`config.mk`:
```
export PLATFORM = sky130hd
export DESIGN_NAME = para_stream_tx
export DESIGN_NICKNAME = d
export VERILOG_FILES = /design/src/rtl/para_tx_pkg.sv /design/src/rtl/para_sec_cnt.sv /design/src/rtl/para_stream_tx.sv
export SDC_FILE = /design/constraint.sdc
export NUM_CORES = 1
export LEC_CHECK = 0
export ABC_AREA = 1
export BUFFER_PORTS_ARGS = -buffer_cell sky130_fd_sc_hd__buf_2
export CELL_PAD_IN_SITES_DETAIL_PLACEMENT = 1
export CELL_PAD_IN_SITES_GLOBAL_PLACEMENT = 1
export CORE_MARGIN = 4
export CORE_UTILIZATION = 41
export DETAILED_ROUTE_END_ITERATION = 16
export PLACE_DENSITY_LB_ADDON = 0.1
export SLEW_MARGIN = 0
export SYNTH_ARGS = -nofsm -noshare
export SYNTH_HDL_FRONTEND = slang
export SYNTH_HIERARCHICAL = 1
export SYNTH_SLANG_ARGS = --single-unit
```
`constraint.sdc`:
```
create_clock -name clk -period 4.11 [get_ports clk]
set_input_delay 0.411 -clock clk [delete_from_list [all_inputs] [get_ports clk]]
set_output_delay 0.411 -clock clk [all_outputs]
set_load 0.01 [all_outputs]
```
`src/rtl/para_tx_pkg.sv`:
```
// rtl/para_tx_pkg.sv - shared types and helpers for the parameter stream transmitter
//
// Purpose: state encoding, section index constants and the stream-length helper
//          used by para_stream_tx and para_sec_cnt.
// Ports:   none (package).

`ifndef PARA_WIDTH
`define PARA_WIDTH 16
`endif

package para_tx_pkg;

  typedef enum logic [1:0] {
    IDLE  = 2'd0,
    LOAD  = 2'd1,
    FLUSH = 2'd2,
    RUN   = 2'd3
  } state_t;

  localparam logic [2:0] SEC_RSIGN = 3'd0;
  localparam logic [2:0] SEC_BN_A  = 3'd1;
  localparam logic [2:0] SEC_BN_B  = 3'd2;
  localparam logic [2:0] SEC_BETA  = 3'd3;
  localparam logic [2:0] SEC_GAMMA = 3'd4;
  localparam logic [2:0] SEC_ZETA  = 3'd5;

  // rsign section plus five per-channel sections (bn_a, bn_b, beta, gamma, zeta)
  function automatic int para_total(input int fm_depth, input int ch_num);
    return fm_depth + 5 * ch_num;
  endfunction

endpackage

```
`src/rtl/para_sec_cnt.sv`:
```
// rtl/para_sec_cnt.sv - word index to section index and last-word flag
//
// Purpose: maps a stream word index onto its section (0 = rsign, 1..5 = bn_a ..
//          zeta) and flags the final word of the stream.
// Ports:
//   cnt      in   CNT_W  word index within the stream
//   section  out  3      section of word cnt (indices past the end stay at zeta)
//   last     out  1      cnt is the final word index (TOTAL-1)

module para_sec_cnt
  import para_tx_pkg::*;
#(
  parameter int FM_DEPTH    = 128,
  parameter int CHANNEL_NUM = 256,
  parameter int CNT_W       = 11
) (
  input  logic [CNT_W-1:0] cnt,
  output logic [2:0]       section,
  output logic             last
);

  localparam int TOTAL = para_total(FM_DEPTH, CHANNEL_NUM);

  // Threshold compares instead of a divide: section k starts at
  // FM_DEPTH + (k-1)*CHANNEL_NUM, all of which are elaboration constants.
  always_comb begin
    section = SEC_RSIGN;
    for (int k = 1; k <= 5; k++) begin
      if (int'(cnt) >= FM_DEPTH + (k - 1) * CHANNEL_NUM) begin
        section = 3'(k);
      end
    end
  end

  assign last = (cnt == CNT_W'(TOTAL - 1));

endmodule

```
`src/rtl/para_stream_tx.sv`:
```
// rtl/para_stream_tx.sv - streams a layer's parameter words from memory to its para_loader
//
// Purpose: on start, reads TOTAL words from a 1-cycle-latency memory and streams
//          them on para_out/data_e_para with mode low; after the last word and
//          SETTLE idle cycles, raises mode (calculate) and pulses done.
// Ports:
//   clk          in   1       system clock
//   rst          in   1       synchronous reset, active-high
//   start        in   1       pulse: begin (re)load; honoured only in IDLE/RUN
//   mem_rd       out  1       memory read strobe
//   mem_addr     out  ADDR_W  memory read address
//   mem_rdata    in   PARA_W  read data, valid one cycle after mem_rd
//   para_out     out  PARA_W  parameter word to para_loader
//   data_e_para  out  1       para_out valid
//   mode         out  1       0 = reload, 1 = calculate
//   section      out  3       section index of the current para_out word
//   busy         out  1       load or flush in progress
//   done         out  1       one-cycle pulse as mode rises

module para_stream_tx
  import para_tx_pkg::*;
#(
  parameter int FM_DEPTH    = 128,
  parameter int CHANNEL_NUM = 256,
  parameter int PARA_W      = `PARA_WIDTH,
  parameter int ADDR_W      = 11,
  parameter int BASE_ADDR   = 0,
  parameter int SETTLE      = 2
) (
  input  logic                     clk,
  input  logic                     rst,
  input  logic                     start,
  output logic                     mem_rd,
  output logic [ADDR_W-1:0]        mem_addr,
  input  logic [PARA_W-1:0]        mem_rdata,
  output logic signed [PARA_W-1:0] para_out,
  output logic                     data_e_para,
  output logic                     mode,
  output logic [2:0]               section,
  output logic                     busy,
  output logic                     done
);

  localparam int TOTAL = para_total(FM_DEPTH, CHANNEL_NUM);
  localparam int CNT_W = $clog2(TOTAL + 1);
  localparam int SET_W = $clog2(SETTLE + 1);

  state_t           state;
  state_t           state_nxt;
  logic [CNT_W-1:0] rd_cnt;
  logic [CNT_W-1:0] wr_cnt;
  logic [SET_W-1:0] settle_cnt;
  logic             settle_done;
  logic             rd_last;
  logic             wr_last;
  logic [2:0]       rd_sec;
  logic             mem_rd_q;
  logic             done_q;
  logic             start_ok;
  logic             unused_sec_cnt;

  // Read side only needs the last-word flag, write side only the section.
  para_sec_cnt #(
    .FM_DEPTH    (FM_DEPTH),
    .CHANNEL_NUM (CHANNEL_NUM),
    .CNT_W       (CNT_W)
  ) u_rd_sec (
    .cnt     (rd_cnt),
    .section (rd_sec),
    .last    (rd_last)
  );

  para_sec_cnt #(
    .FM_DEPTH    (FM_DEPTH),
    .CHANNEL_NUM (CHANNEL_NUM),
    .CNT_W       (CNT_W)
  ) u_wr_sec (
    .cnt     (wr_cnt),
    .section (section),
    .last    (wr_last)
  );

  assign unused_sec_cnt = ^{rd_sec, wr_last};

  // FLUSH lasts SETTLE+1 cycles: one for the last read's data to land, then SETTLE idle.
  assign settle_done = (settle_cnt == SET_W'(SETTLE));
  assign start_ok    = start && ((state == IDLE) || (state == RUN));

  always_ff @(posedge clk) begin
    if (rst) begin
      state <= IDLE;
    end else begin
      state <= state_nxt;
    end
  end

  always_comb begin
    state_nxt = state;
    case (state)
      IDLE:    if (start)       state_nxt = LOAD;
      LOAD:    if (rd_last)     state_nxt = FLUSH;
      FLUSH:   if (settle_done) state_nxt = RUN;
      RUN:     if (start)       state_nxt = LOAD;
      default:                  state_nxt = IDLE;
    endcase
  end

  always_comb begin
    mem_rd   = (state == LOAD);
    mem_addr = mem_rd ? (ADDR_W'(BASE_ADDR) + ADDR_W'(rd_cnt)) : '0;
    mode     = (state == RUN);
    busy     = (state == LOAD) || (state == FLUSH);
    done     = done_q;
  end

  always_ff @(posedge clk) begin
    if (rst) begin
      rd_cnt      <= '0;
      wr_cnt      <= '0;
      settle_cnt  <= '0;
      mem_rd_q    <= 1'b0;
      data_e_para <= 1'b0;
      para_out    <= '0;
      done_q      <= 1'b0;
    end else begin
      mem_rd_q    <= mem_rd;
      data_e_para <= mem_rd_q;
      if (mem_rd_q) begin
        para_out <= mem_rdata;
      end

      done_q <= (state == FLUSH) && settle_done;

      if ((state == FLUSH) && !settle_done) begin
        settle_cnt <= settle_cnt + SET_W'(1);
      end else begin
        settle_cnt <= '0;
      end

      // Counters saturate at TOTAL; a restart only happens once the previous
      // stream has fully drained, so clearing both here is safe.
      if (start_ok) begin
        rd_cnt <= '0;
        wr_cnt <= '0;
      end else begin
        if (mem_rd && (rd_cnt != CNT_W'(TOTAL))) begin
          rd_cnt <= rd_cnt + CNT_W'(1);
        end
        if (data_e_para && (wr_cnt != CNT_W'(TOTAL))) begin
          wr_cnt <= wr_cnt + CNT_W'(1);
        end
      end
    end
  end

endmodule

```
==> results.json <==
{
  "hold_buffers": 0,
  "hpwl_mm": 4.619,
  "grt.overflow.total": 0,
  "cp_cell_sequence": "inv_1, ha_1, nand2_1, inv_1, buf_2",
  "period_needed_ps": 2146,
  "diodes": 0,
  "drv_cap": 0,
  "p_per_area_nw_per_um2": 435.3,
  "slowest_delay_ps": 610,
  "nNetsFinal": 433,
  "r2r_start": "state[1]$_SDFFE_PP0P_",
  "min_from": "mem_rdata[13]",
  "place_congestion": 0.7484,
  "antenna_found_initial": 0,
  "holdCritPathClass": "in -> reg",
  "cts_setup_buffers": 0,
  "outcome": "complete, no violations",
  "cpMostUsedCell": "inv_1",
  "cts_resized": 0,
  "setup_viol": 0,
  "worst_r2r_endpoint": "state[1]$_SDFFE_PP0P_",
  "slew_violations": 0,
  "drt_iter0_markers": 81,
  "first_pass_iters": 4,
  "crit_buf_inv": 3,
  "crit_slowest_cell": "ha_1",
  "cts_buffer_depth": 2,
  "area_growth_pct": 17.87,
  "n_fill_cell": 777,
  "rsz0062_at_grt": "no",
  "ant_nets": 0,
  "worst_setup_path_start_kind": "flip-flop",
  "cts_root_buf": "clkbuf_8",
  "layout-drive-gt1-share_pct": 22.91,
  "die_area_um2": 7144,
  "maxSlewHeadroom_pct": 55.42,
  "die_h_um": 84.53,
  "syn-instance-count": 353,
  "arrival_ps": 1740,
  "grt_pass1_wl_mm": 10.81,
  "num_io_pins": 54,
  "clk_latency_ps": 310,
  "start_util_pct": 42.82,
  "wl_per_cell_um": 13.11,
  "wirelength_mm": 6.267,
  "worst_path_dominant_cell_family": "adder cells",
  "drc": 0,
  "synth_fp_nets": 381,
  "fin_worst_skew_ps": 4.917,
  "crit_fanout": 17,
  "vias": 2282,
  "portBuffers": 53,
  "p_leak_uw": 0.001372,
  "r2r_cells": 6,
  "fin_setup_tns_ps": 0,
  "startpoint": "state[1]$_SDFFE_PP0P_",
  "p_total_uw": 1232,
  "whs_ps": 313.9,
  "grt_util_all_layers_pct": 18.37,
  "cts_buffers": 5,
  "syn-cell-area_um2": 2401,
  "grt_pass1_vias": 2400,
  "worstSetupPathType": "reg -> out",
  "path_clk_slew_ps": 90,
  "cp-endpoint": "mem_addr[3]",
  "drt-vias-per-instance": 4.774,
  "fin_util_pct": 50.47,
  "ir_worst_vdd_mv": 0.2491,
  "core_area_um2": 5608,
  "row_count": 27,
  "cp-end-kind": "output port",
  "fin_crit_sh_pct": 52.22,
  "syn_avg_cell_area_um2": 6.802,
  "die_w_um": 84.53,
  "hold_viol": 0,
  "cp_num_cells": 5,
  "fmax_mhz": 465.9,
  "reg2reg_setup_slack_ps": 2110,
  "max_slew.worst_pin.slew_ps": 668.7,
  "required_ps": 3700,
  "cts_sinks": 45,
  "grt_max_degree": 19,
  "h-tree-depth": 2,
  "cts_tree": "built",
  "yosysWarnings": 6
}
final cells by class:
type	instances	area (um^2)	share of cell area [%]
multi-input cells	252	1274	45.00
clock buffers	6	82.58	2.918
repair buffers	53	265.3	9.372
clock inverters	2	37.54	1.326
well taps	72	90.09	3.183
inverters	48	180.2	6.366
flip-flops and latches	45	900.9	31.83
through the flow:
step	cells	cell area [um^2]	worst slack, ps
floorplan	353	2401	2504
CTS	478	2830	1928
finish	478	2830	1964
detailed placement	470	2710	2175
global placement	470	2710	2247
global route	478	2830	1815
worst min-delay path, delay by kind of cell:
| family | cells | cell delay [ps] |
|---|---|---|
| buffers and inverters | 1 | 70 |
| AND/OR/NAND/NOR | 2 | 110 |
worst min-delay path by stage:
stage | to | slack, ps | depth (start not counted)
after floorplan | settle_cnt[0]$_SDFF_PP0_ | 400 | 1
after global placement | settle_cnt[0]$_SDFF_PP0_ | 410 | 1
after detailed placement | settle_cnt[0]$_SDFF_PP0_ | 420 | 1
after CTS | para_out[13]$_SDFFE_PP0P_ | 310 | 3
after global routing | para_out[3]$_SDFFE_PP0P_ | 320 | 3
final | para_out[13]$_SDFFE_PP0P_ | 310 | 3
power by group:
part           internal (uW)  switching (uW)  leakage (uW)
Combinational            105             218      0.000949
Clock                    198             167     0.0000574
Sequential               493            51.7      0.000365
Total                    796             436       0.00137
routing by layer:
metal | part of all wire, % | global-route usage [%] | vias up
met1 | 46 | 22.14 | 1055
met5 | 0 | 0 | -
met4 | 1.8 | 6.763 | 0
met2 | 50 | 32.38 | 27
li1 | - | - | 1190
met3 | 2.6 | 3.337 | 10
registers in the layout (all words and copies together) (netlist names):
| register | count |
|---|---|
| para_out | 16 |
| rd_cnt | 11 |
| wr_cnt | 11 |
| settle_cnt | 2 |
| state | 2 |
| data_e_para | 1 |
| done | 1 |
| mem_rd_q | 1 |
cells in the final DEF, fill, tap and decap left out, drive strengths merged:
cell type	instances
clkinvlp	1
o21bai	1
buf	53
ha	9
nand2	94
inv	46
nor3	2
bufinv	1
a21oi	22
clkbuf	6
nand4	2
nand3b	4
clkinv	2
dfxtp	45
o21ai	24
xnor2	4
nand3	14
nor2	69
xor2	7
Power figures use the tool's default switching activity.
